--- config.mk ---
export PLATFORM = sky130hd
export DESIGN_NAME = jtag_tdo_mux_flat
export DESIGN_NICKNAME = d
export VERILOG_FILES = /design/src/rtl/jtag_tdo_mux_pkg.sv /design/src/rtl/jtag_tdo_mux_if.sv /design/src/rtl/jtag_tdo_mux_bypass_reg.sv /design/src/rtl/jtag_tdo_mux.sv /design/src/flat_wrapper.sv
export SDC_FILE = /design/constraint.sdc
export NUM_CORES = 1
export LEC_CHECK = 0
export CORE_MARGIN = 4
export CORE_UTILIZATION = 39
export CTS_CLUSTER_DIAMETER = 30
export DETAILED_ROUTE_END_ITERATION = 10
export PLACE_DENSITY = 0.73
export SYNTH_ARGS = -nofsm -noshare
export SYNTH_HDL_FRONTEND = slang
export SYNTH_SLANG_ARGS = --single-unit
--- constraint.sdc ---
create_clock -name i_tck -period 1.6 [get_ports i_tck]
set_input_delay 0.24 -clock i_tck [delete_from_list [all_inputs] [get_ports i_tck]]
set_output_delay 0.24 -clock i_tck [all_outputs]
set_load 0.01 [all_outputs]
--- src/rtl/jtag_tdo_mux_pkg.sv ---
// jtag_tdo_mux_pkg: shared TAP-flag decode, selection encoding and sizing helpers
// Contents: act_e (one action per cycle), flag bit positions, bypass_code(),
// decode_act() (priority decode), min_sel_w() (minimum DR_SEL width).
package jtag_tdo_mux_pkg;
    typedef enum logic [2:0] {ACT_NONE, ACT_CAP_IR, ACT_CAP_DR, ACT_SHIFT_IR, ACT_SHIFT_DR} act_e;
    // Bit positions of the TAP flags in the packed {cap_ir, cap_dr, shift_ir, shift_dr} word
    localparam int FLG_CAP_IR   = 3;
    localparam int FLG_CAP_DR   = 2;
    localparam int FLG_SHIFT_IR = 1;
    localparam int FLG_SHIFT_DR = 0;
    // The selection code one past the last data channel denotes the bypass register
    function automatic int bypass_code(input int n_chan);
        return n_chan;
    endfunction
    function automatic act_e decode_act(input logic [3:0] flags);
        return flags[FLG_CAP_IR]   ? ACT_CAP_IR   :
               flags[FLG_CAP_DR]   ? ACT_CAP_DR   :
               flags[FLG_SHIFT_IR] ? ACT_SHIFT_IR :
               flags[FLG_SHIFT_DR] ? ACT_SHIFT_DR : ACT_NONE;
    endfunction
    // Smallest width whose code space also holds the bypass code
    function automatic int min_sel_w(input int n_chan);
        int w;
        w = 1;
        while ((1 << w) <= n_chan) w++;
        return w;
    endfunction
endpackage

--- src/rtl/jtag_tdo_mux_if.sv ---
// jtag_tdo_mux_if: TAP-side bus of the TDO output stage
// master: TAP controller / decoder side (drives flags, TDI, DR_SEL, register TDOs)
// slave:  TDO mux side (drives TDO, TDO_EN, BYPASS_ACT, SHIFT_CNT, PROTO_ERR)
interface jtag_tdo_mux_if #(
    parameter int N_CHAN = 4,
    parameter int SEL_W  = 3,
    parameter int CNT_W  = 8
);
    logic              capture_ir;
    logic              capture_dr;
    logic              shift_ir;
    logic              shift_dr;
    logic              tdi;
    logic [SEL_W-1:0]  dr_sel;
    logic [N_CHAN-1:0] dr_tdo;
    logic              ir_tdo;
    logic              tdo;
    logic              tdo_en;
    logic              bypass_act;
    logic [CNT_W-1:0]  shift_cnt;
    logic              proto_err;
    modport master (
        output capture_ir, capture_dr, shift_ir, shift_dr, tdi, dr_sel, dr_tdo, ir_tdo,
        input  tdo, tdo_en, bypass_act, shift_cnt, proto_err
    );
    modport slave (
        input  capture_ir, capture_dr, shift_ir, shift_dr, tdi, dr_sel, dr_tdo, ir_tdo,
        output tdo, tdo_en, bypass_act, shift_cnt, proto_err
    );
endinterface

--- src/rtl/jtag_tdo_mux_bypass_reg.sv ---
// jtag_bypass_reg: 1-bit JTAG bypass register (capture to 0, shift from TDI, else hold)
// Ports: i_clk, i_rst (sync, active-high), i_capture, i_shift, i_tdi, o_q.
module jtag_bypass_reg (
    input  logic i_clk,
    input  logic i_rst,
    input  logic i_capture,
    input  logic i_shift,
    input  logic i_tdi,
    output logic o_q
);
    logic r_q;
    always_ff @(posedge i_clk) begin
        if (i_rst) r_q <= 1'b0;
        else r_q <= i_capture ? 1'b0 : i_shift ? i_tdi : r_q;
    end
    assign o_q = r_q;
endmodule

--- src/rtl/jtag_tdo_mux.sv ---
// jtag_tdo_mux: registered TDO output stage selecting IR, one of N_CHAN DRs, or bypass
// Ports: i_tck (retiming clock), i_reset (sync, active-high), bus (jtag_tdo_mux_if.slave)
// carrying the TAP flags, TDI, DR_SEL, DR_TDO, IR_TDO in and TDO, TDO_EN, BYPASS_ACT,
// SHIFT_CNT, PROTO_ERR out.
module jtag_tdo_mux
    import jtag_tdo_mux_pkg::*;
#(
    parameter int N_CHAN = 4,
    parameter int SEL_W  = 3,
    parameter int CNT_W  = 8
) (
    input  logic                 i_tck,
    input  logic                 i_reset,
    jtag_tdo_mux_if.slave        bus
);
    localparam logic [SEL_W-1:0] BYP = SEL_W'(bypass_code(N_CHAN));
    if (SEL_W < min_sel_w(N_CHAN)) begin : g_bad_sel_w
        $error("SEL_W too small for N_CHAN plus bypass code");
    end
    logic [3:0]           w_flags;
    act_e                 w_act;
    logic                 w_multi;
    logic                 w_bq;
    logic                 w_byp;
    logic [2**SEL_W-1:0]  w_dr;
    logic                 w_dr_bit;
    logic [SEL_W-1:0]     r_sel;
    logic                 r_tdo;
    logic                 r_tdo_en;
    logic [CNT_W-1:0]     r_cnt;
    logic                 r_err;
    assign w_flags  = {bus.capture_ir, bus.capture_dr, bus.shift_ir, bus.shift_dr};
    assign w_act    = decode_act(w_flags);
    assign w_multi  = $countones(w_flags) > 1;
    assign w_byp    = r_sel == BYP;
    // Zero-pad so any SEL_W-bit code indexes in range; bypass never reads the pad
    assign w_dr     = {{(2**SEL_W-N_CHAN){1'b0}}, bus.dr_tdo};
    assign w_dr_bit = w_byp ? w_bq : w_dr[r_sel];
    jtag_bypass_reg u_bypass (
        .i_clk     (i_tck),
        .i_rst     (i_reset),
        .i_capture (w_act == ACT_CAP_DR),
        .i_shift   (w_act == ACT_SHIFT_DR),
        .i_tdi     (bus.tdi),
        .o_q       (w_bq)
    );
    always_ff @(posedge i_tck) begin
        if (i_reset) begin
            r_sel    <= BYP;
            r_tdo    <= 1'b0;
            r_tdo_en <= 1'b0;
            r_cnt    <= '0;
            r_err    <= 1'b0;
        end else begin
            r_err    <= r_err | w_multi;
            r_tdo_en <= w_act == ACT_SHIFT_IR || w_act == ACT_SHIFT_DR;
            r_tdo    <= w_act == ACT_SHIFT_IR ? bus.ir_tdo :
                        w_act == ACT_SHIFT_DR ? w_dr_bit : r_tdo;
            r_cnt    <= (w_act == ACT_CAP_IR || w_act == ACT_CAP_DR) ? '0 :
                        (w_act == ACT_SHIFT_IR || w_act == ACT_SHIFT_DR) && r_cnt != '1 ? r_cnt + CNT_W'(1) :
                        r_cnt;
            if (w_act == ACT_CAP_DR) r_sel <= bus.dr_sel < BYP ? bus.dr_sel : BYP;
        end
    end
    assign bus.tdo        = r_tdo;
    assign bus.tdo_en     = r_tdo_en;
    assign bus.bypass_act = w_byp;
    assign bus.shift_cnt  = r_cnt;
    assign bus.proto_err  = r_err;
endmodule

--- src/flat_wrapper.sv ---
// flat-port wrapper written by rule: the top's interface ports become plain ports
module jtag_tdo_mux_flat import jtag_tdo_mux_pkg::*;
#(
    parameter int N_CHAN = 4,
    parameter int SEL_W  = 3,
    parameter int CNT_W  = 8
)
  (i_tck, i_reset, bus_capture_ir, bus_capture_dr, bus_shift_ir, bus_shift_dr, bus_tdi, bus_dr_sel, bus_dr_tdo, bus_ir_tdo, bus_tdo, bus_tdo_en, bus_bypass_act, bus_shift_cnt, bus_proto_err);
  jtag_tdo_mux_if #(.N_CHAN(N_CHAN), .SEL_W(SEL_W), .CNT_W(CNT_W)) bus_i ();
  input  logic i_tck;
  input  logic i_reset;
  input wire logic [$bits(bus_i.capture_ir)-1:0] bus_capture_ir;
  input wire logic [$bits(bus_i.capture_dr)-1:0] bus_capture_dr;
  input wire logic [$bits(bus_i.shift_ir)-1:0] bus_shift_ir;
  input wire logic [$bits(bus_i.shift_dr)-1:0] bus_shift_dr;
  input wire logic [$bits(bus_i.tdi)-1:0] bus_tdi;
  input wire logic [$bits(bus_i.dr_sel)-1:0] bus_dr_sel;
  input wire logic [$bits(bus_i.dr_tdo)-1:0] bus_dr_tdo;
  input wire logic [$bits(bus_i.ir_tdo)-1:0] bus_ir_tdo;
  output wire logic [$bits(bus_i.tdo)-1:0] bus_tdo;
  output wire logic [$bits(bus_i.tdo_en)-1:0] bus_tdo_en;
  output wire logic [$bits(bus_i.bypass_act)-1:0] bus_bypass_act;
  output wire logic [$bits(bus_i.shift_cnt)-1:0] bus_shift_cnt;
  output wire logic [$bits(bus_i.proto_err)-1:0] bus_proto_err;
  assign bus_i.capture_ir = bus_capture_ir;
  assign bus_i.capture_dr = bus_capture_dr;
  assign bus_i.shift_ir = bus_shift_ir;
  assign bus_i.shift_dr = bus_shift_dr;
  assign bus_i.tdi = bus_tdi;
  assign bus_i.dr_sel = bus_dr_sel;
  assign bus_i.dr_tdo = bus_dr_tdo;
  assign bus_i.ir_tdo = bus_ir_tdo;
  assign bus_tdo = bus_i.tdo;
  assign bus_tdo_en = bus_i.tdo_en;
  assign bus_bypass_act = bus_i.bypass_act;
  assign bus_shift_cnt = bus_i.shift_cnt;
  assign bus_proto_err = bus_i.proto_err;
  jtag_tdo_mux #(.N_CHAN(N_CHAN), .SEL_W(SEL_W), .CNT_W(CNT_W)) u_core (.i_tck(i_tck), .i_reset(i_reset), .bus(bus_i));
endmodule
==> tab_implementation.tex, run 1 <==
\begin{tabular}{lr}
\hline
Metric & Value \\
\hline
\multicolumn{2}{l}{\textbf{Setup path}} \\
Required time of the critical path & 1.82 ns \\
Setup Crit Path Kind & reg2reg \\
R2R Path End & u\_core.bus.shift\_cnt[6] \\
Source of the critical timing path & u\_core.bus.shift\_cnt[0] \\
Setup slack of the worst register-to-register path & 0.06 ns \\
Worst reg2reg path depth & 5 \\
Largest fanout on the critical path & 5 \\
Worst EP arrival & 1.76 ns \\
FF-to-FF Start & u\_core.bus.shift\_cnt[0] \\
Critical path depth & 5 \\
Capture point of the worst path & u\_core.bus.shift\_cnt[6] \\
Buf+Inv Stages, Crit Path & 0 \\
Crit-path cells & ha\_4 -> nand4\_1 -> nand2\_2 -> or4\_1 -> a21oi\_1 \\
Largest stage delay on the critical path & $\sim$0.48 ns \\
Endpoint type of the worst setup path & flip-flop \\
Crit-path slowest cell & or4\_1 \\
Startpoint class of the critical path & flip-flop \\
Top cell family by delay on the critical path & simple AND/OR/NAND/NOR gates \\
\multicolumn{2}{l}{\textbf{Routing}} \\
Iteration-0 DRC Markers & 17 \\
Met2 wire len & 1260 um \\
Number of remaining DRC errors & 0 \\
Antenna violation net count after detailed routing & 0 \\
Total vias in the final route & around 840 \\
DRT Pass-1 Iters & 4 \\
Routed length per instance & 14.6 um \\
Top layer in use & met4 \\
Total length of routed wires & 2350 um \\
Detailed-routed wire length on met3 & 116 um \\
WL met1 & approximately 930 um \\
Avg Vias per Cell & 5.24 \\
\multicolumn{2}{l}{\textbf{Global routing}} \\
Global-route wire length before repair & 3820 um \\
Antenna violations before repair & 0 \\
Gr usage total & 0.184 \\
Vias in the first global route & $\sim$900 \\
Largest net degree at the start of global routing & 10 \\
Aggregate global routing overflow & 0 \\
\multicolumn{2}{l}{\textbf{CTS}} \\
Largest buffer count on any clock path & 2 \\
Clock transition at path regs & 0.10 ns \\
Clock latency on the worst-skew pair & 0.28 ns \\
Htree depth & 1 \\
Root Buffer & clkbuf\_4 \\
Count of hold buffers inserted by post-cts repair & 0 \\
Number of buffers added by the clock tree synthesis step & 3 \\
Number of clock sinks & 15 \\
CTS tree & done \\
\multicolumn{2}{l}{\textbf{Logic synthesis}} \\
Number of enable-type register cells in the synthesized netlist & 0 \\
Most used flip-flop cell after synthesis & dfxtp\_1 \\
Largest area contributor in the synthesized netlist & dfxtp\_1 \\
Number of warnings issued by yosys & 0 \\
Number of different library cells in the post-synthesis netlist & 32 \\
Post-synthesis sequential area ratio & 0.374 \\
Number of cells produced by synthesis & 86 \\
Post-Syn Area & 802 um2 \\
Synthesized Nets & 108 \\
Number of synthesized register bits & 15 \\
Area share of the largest cell type after synthesis & 0.374 \\
Most used standard cells in the synthesized netlist & 15 x dfxtp\_1, 11 x nor2\_1, 6 x a21oi\_1, 6 x ha\_1 \\
Most frequently used cell type in the post-synthesis netlist & dfxtp\_1 \\
Top cells by area in the synthesized netlist & dfxtp\_1 37\%, ha\_1 9.4\%, nor2\_1 5.1\% \\
Fraction of synthesis flops using an asynchronous set or reset pin & 0 \\
Average size of a mapped cell & between 9 and 10 um2 \\
\multicolumn{2}{l}{\textbf{Timing}} \\
Slew of the pin with the lowest slew margin & between 0.3 and 0.4 ns \\
Worst slew margin relative to its limit & 0.730 \\
Final worst clock skew & roughly 0.005 ns \\
Time the worst path needs with I/O delays and setup & about 1.5 ns \\
Count of final max-slew check failures & 0 \\
Upper clock frequency limit & 0.648 GHz \\
Post-route worst setup slack & about 0.058 ns \\
Final Cycle Share & 0.964 \\
Unrepaired setup endpoints after global routing & true \\
Final number of setup-violating endpoints & 0 \\
Total count of hold-check failures in the final report & 0 \\
\multicolumn{2}{l}{\textbf{Cells and area}} \\
Area growth from synthesis to layout & 64.3\% \\
Antenna Diode Count & 0 \\
Fraction of final layout cells with drive strength greater than 1 & 0.299 \\
Area of all placed cells without fillers & roughly 1300 um2 \\
Layout Nets & 157 \\
Final Util & 0.672 \\
\multicolumn{2}{l}{\textbf{Pwr}} \\
Total leakage power & about 0.59 nW \\
Power density over cell area & roughly 590 nW/um2 \\
Peak VDD IR & 385 uV \\
\multicolumn{2}{l}{\textbf{Min path}} \\
Hold WC Path Type & in2reg \\
Worst hold path startpoint & bus\_shift\_ir \\
\multicolumn{2}{l}{\textbf{Placement}} \\
Half-perimeter wire length after placement & 1860 um \\
Placer congestion estimate & 0.844 \\
Number of buffers added on ports & 26 \\
Post-placement worst setup slack & -0.488 ns \\
Area of placed instances & 1240 um2 \\
\multicolumn{2}{l}{\textbf{Floorplanning}} \\
Die width & 53.4 um \\
Core Area & 1960 um2 \\
Total die area & 2850 um2 \\
Die span in y & 53.4 um \\
Initial core utilization & 0.409 \\
Number of top-level design ports & 27 \\
Site Rows & 16 \\
\multicolumn{2}{l}{\textbf{Flow run}} \\
Max-capacitance violation count & 0 \\
\multicolumn{2}{l}{\textbf{Run status}} \\
Result of the run & finished, final reports clean \\
\hline
\end{tabular}
[logic make-up after synthesis]
group,synth area share
compound gates,0.114
xor+xnor,0.0531
simple gates,0.251
mux,0.0655
buf+inv,0.0234
flops,0.374
fa+ha+maj,0.119
[per-stage QoR]
stage | hold WS (ns) | power (mW) | TNS (ns) | cells
floorplan | 0.312 | 0.450 | 0 | 86
global placement | 0.458 | 0.548 | -2.92 | 157
detailed placement | 0.499 | 0.559 | -3.72 | 157
CTS | 0.451 | 0.783 | -0.0780 | 161
global route | 0.468 | 0.814 | -0.0240 | 161
finish | 0.463 | 0.775 | 0 | 161
[tightest hold or removal path: stages]
cell and delay [ns]:
dlygate4sd2_1 0.22, buf_4 0.14, a2111oi_0 0.09
[registers in the layout, summed over array words and instances (netlist names)]
signal and flops:
u_core.bus.shift_cnt 8, u_core.r_sel 3, u_core.bus.proto_err 1, u_core.bus.tdo 1
u_core.bus.tdo_en 1, u_core.u_bypass.o_q 1
[cell type report]
| type | instances | area [um2] |
|---|---|---|
| timing repair buffer | 45 | 409 |
| sequential | 15 | 307 |
| clock buffer | 3 | 22.5 |
| inverter | 4 | 15.0 |
| clock inverter | 1 | 5.00 |
| multi-input combinational | 66 | 526 |
| tap | 27 | 33.8 |
| fill | 171 | 644 |
[per-layer routing]
metal	GRT usage	up-vias
li1	-	411
met1	0.172	397
met4	0.0936	0
met2	0.365	31
met5	0	-
met3	0.0366	4
[report_power, final]
group / switching (mW) / total, mW / internal (mW)
registers: 0.00685 / 0.389 / 0.382
logic: 0.0693 / 0.166 / 0.0969
clock network: 0.127 / 0.220 / 0.0928
total: 0.203 / 0.775 / 0.572
[worst min-delay path by stage]
stage | endpoint | depth (start not counted)
final | u_core.bus.tdo | 3
after global routing | u_core.bus.tdo | 3
after detailed placement | u_core.bus.proto_err | 2
after floorplan | u_core.bus.tdo_en | 1
after CTS | u_core.bus.tdo | 3
after global placement | u_core.bus.proto_err | 2
[what timing repair did]
item	in CTS	in global routing
setup buffers	0	0
endpoints found under the setup margin	7	11
cloned	0	0
pin swaps	5	5
gates resized for setup	9	13
[placed cells by master (no fill, tap or decap), drive strengths merged]
cell type / count
nor3: 3
or4: 2
nor4: 1
and3: 1
o21bai: 1
nor3b: 1
nand2b: 1
nor2b: 4
mux4: 1
clkbuf: 3
o2111ai: 1
dlymetal6s2s: 4
nand4: 4
a2111oi: 1
nand2: 3
inv: 4
fa: 1
clkinv: 1
xnor2: 1
buf: 19
a21oi: 6
o21ai: 1
clkdlybuf4s50: 19
dlygate4sd2: 3
xor2: 3
a221oi: 1
nand3: 4
o31ai: 2
ha: 6
and4b: 1
or3: 1
nor2: 11
dfxtp: 15
mux2i: 3
o211ai: 1
Power figures use the tool's default switching activity.
==> inputs of run 2 (changes only) <==
- GPL_ROUTABILITY_DRIVEN: default -> 1
- RECOVER_POWER: default -> 25
- SETUP_SLACK_MARGIN: default -> 0.02
==> run 2 against run 1 <==
Register-to-register slack improved by 0.03 ns. Power decreased by 1.6%. Die area unchanged. Via count decreased by 1.8%. Combinational power decreased by 8%. Clock-buffer cell count unchanged. Fmax increased by 1.0%. Clock skew decreased by 0.0033 ns. Critical path type is now reg2out. Global-route usage decreased by 0.27 points. Highest routed layer unchanged. Non-clock buffer count decreased by 2. Flip-flop and latch count unchanged.
==> tab_implementation.tex, run 2 (synthesis gave the netlist of run 1 again) <==
\begin{tabular}{lr}
\hline
Metric & Value \\
\hline
\multicolumn{2}{l}{\textbf{Timing}} \\
Unrepaired setup endpoints after global routing & true \\
Final number of setup-violating endpoints & 0 \\
Final Cycle Share & 0.954 \\
Worst slew margin relative to its limit & 0.785 \\
Upper clock frequency limit & 0.655 GHz \\
Post-route worst setup slack & approximately 0.073 ns \\
Slew of the pin with the lowest slew margin & 0.314 ns \\
Count of final max-slew check failures & 0 \\
Final worst clock skew & 0.00154 ns \\
Total count of hold-check failures in the final report & 0 \\
Final hold slack & 0.473 ns \\
Time the worst path needs with I/O delays and setup & about 1.5 ns \\
\multicolumn{2}{l}{\textbf{Global routing}} \\
Global routing usage on met3 & 0.0394 \\
Met1 layer usage reported by global route & 0.186 \\
Antenna violations before repair & 0 \\
Largest net degree at the start of global routing & 10 \\
Met2 Resource Use GR & 0.341 \\
Gr usage total & 0.182 \\
Aggregate global routing overflow & 0 \\
Busiest grt layer & met2 \\
Vias in the first global route & 919 \\
Global-route wire length before repair & 3770 um \\
\multicolumn{2}{l}{\textbf{Setup path}} \\
Required time of the critical path & around 1.4 ns \\
Setup Crit Path Kind & reg2out \\
Startpoint class of the critical path & flip-flop \\
Largest fanout on the critical path & 4 \\
Endpoint type of the worst setup path & output pin \\
Worst EP arrival & 1.29 ns \\
\multicolumn{2}{l}{\textbf{Floorplanning}} \\
Number of top-level design ports & 27 \\
Core Area & slightly below 2000 um2 \\
Die width & 53.4 um \\
Initial core utilization & 0.409 \\
Site Rows & 16 \\
Total die area & 2850 um2 \\
Die span in y & 53.4 um \\
\multicolumn{2}{l}{\textbf{Placement}} \\
Half-perimeter wire length after placement & 1730 um \\
Number of buffers added on ports & 26 \\
Placer congestion estimate & roughly 0.87 \\
Post-placement worst setup slack & -0.467 ns \\
\multicolumn{2}{l}{\textbf{Pwr}} \\
Peak VDD IR & around 410 uV \\
Power density over cell area & between 500 and 600 nW/um2 \\
Power, Total & 763 uW \\
Total leakage power & 0.552 nW \\
\multicolumn{2}{l}{\textbf{Routing}} \\
Total vias in the final route & 828 \\
Number of remaining DRC errors & 0 \\
Avg Vias per Cell & 5.21 \\
Iteration-0 DRC Markers & 15 \\
Antenna violation net count after detailed routing & 0 \\
Routed length per instance & 13.1 um \\
DRT Pass-1 Iters & 4 \\
Total length of routed wires & around 2100 um \\
\multicolumn{2}{l}{\textbf{Cells and area}} \\
Antenna Diode Count & 0 \\
Layout Nets & about 160 \\
Sequential standard cell area & about 300 um2 \\
Area growth from synthesis to layout & 61.2\% \\
Fraction of final layout cells with drive strength greater than 1 & 0.265 \\
Leading cell types in the layout, fill and taps excluded & 19 x clkdlybuf4s50\_1, 16 x buf\_4, 11 x nor2\_1 \\
Area of combinational cells with multiple inputs & around 520 um2 \\
Final Util & 0.659 \\
Most frequent standard cell in the layout excluding fill and tap cells & clkdlybuf4s50\_1 \\
Max FFs per register & 8 \\
Fill cells & 185 \\
\multicolumn{2}{l}{\textbf{CTS}} \\
Count of hold buffers inserted by post-cts repair & 0 \\
Htree depth & 1 \\
Number of clock sinks & 15 \\
CTS tree & done \\
Root Buffer & clkbuf\_4 \\
Clock latency on the worst-skew pair & about 0.28 ns \\
Number of buffers added by the clock tree synthesis step & 3 \\
Clock transition at path regs & around 0.090 ns \\
Buffer count from post-CTS setup fixing & 0 \\
Largest buffer count on any clock path & 2 \\
\multicolumn{2}{l}{\textbf{Flow run}} \\
Max-capacitance violation count & 0 \\
\multicolumn{2}{l}{\textbf{Min path}} \\
Hold WC Path Type & in2reg \\
\multicolumn{2}{l}{\textbf{Run status}} \\
Result of the run & finished, final reports clean \\
\hline
\end{tabular}
==> run 2: changes by cell type in the layout (fill, tap and decap cells not counted), sizes merged <==
cell           change
buf                -3
dlymetal6s2s       -3
dlygate4sd2        +2
clkbuf             +1
clkdlybuf4s25      +1
==> run 2: area by class of cell <==
| class | count | area share |
|---|---|---|
| Clock buffer | 3 | 0.0174 |
| Multi-Input combinational cell | 66 | 0.406 |
| Inverter | 4 | 0.0116 |
| Clock inverter | 1 | 0.00387 |
| Sequential cell | 15 | 0.238 |
| Timing Repair Buffer | 43 | 0.297 |
| Tap cell | 27 | 0.0261 |
==> run 2: path summary, 6_finish.rpt <==
path,from,to,slack [ns],cells after the start
max reg2reg,u_core.bus.shift_cnt[0],u_core.bus.shift_cnt[1],0.09,6
min,bus_shift_ir,u_core.bus.tdo,0.47,3
max,u_core.bus.shift_cnt[5],bus_shift_cnt[5],0.07,2
min reg2reg,u_core.bus.proto_err,u_core.bus.proto_err,0.49,2
==> run 2: worst max-delay path, stage by stage (launching register included) <==
cell             delay [ns]
dfxtp_2                0.35
buf_4                  0.13
clkdlybuf4s50_1        0.53
==> run 2: report_power, final <==
group	total [mW]	switching (mW)	leakage, nW	internal, mW
sequential	0.388	0.00534	0.125	0.382
clock	0.222	0.129	0.0177	0.0929
combinational	0.153	0.0622	0.410	0.0909
==> run 2: stage by stage <==
stage / instances / TNS (ns) / cell area, um2
CTS: 159 / 0 / 1270
global placement: 155 / -2.56 / 1230
floorplan: 86 / 0 / 816
detailed placement: 155 / -3.14 / 1230
finish: 159 / 0 / 1290
global route: 159 / -0.00536 / 1290
==> run 2: timing repair <==
| item | 4_1_cts | 5_1_grt |
|---|---|---|
| setup endpoints to repair | 6 | 9 |
| pin swaps | 4 | 6 |
| resized for setup | 9 | 10 |
==> run 2: metal layers <==
metal / vias to the layer above / routed length, um
met4: 0 / 30
li1: 407 / -
met3: 4 / 145
met1: 389 / 808
met2: 28 / 1100
met5: - / 0
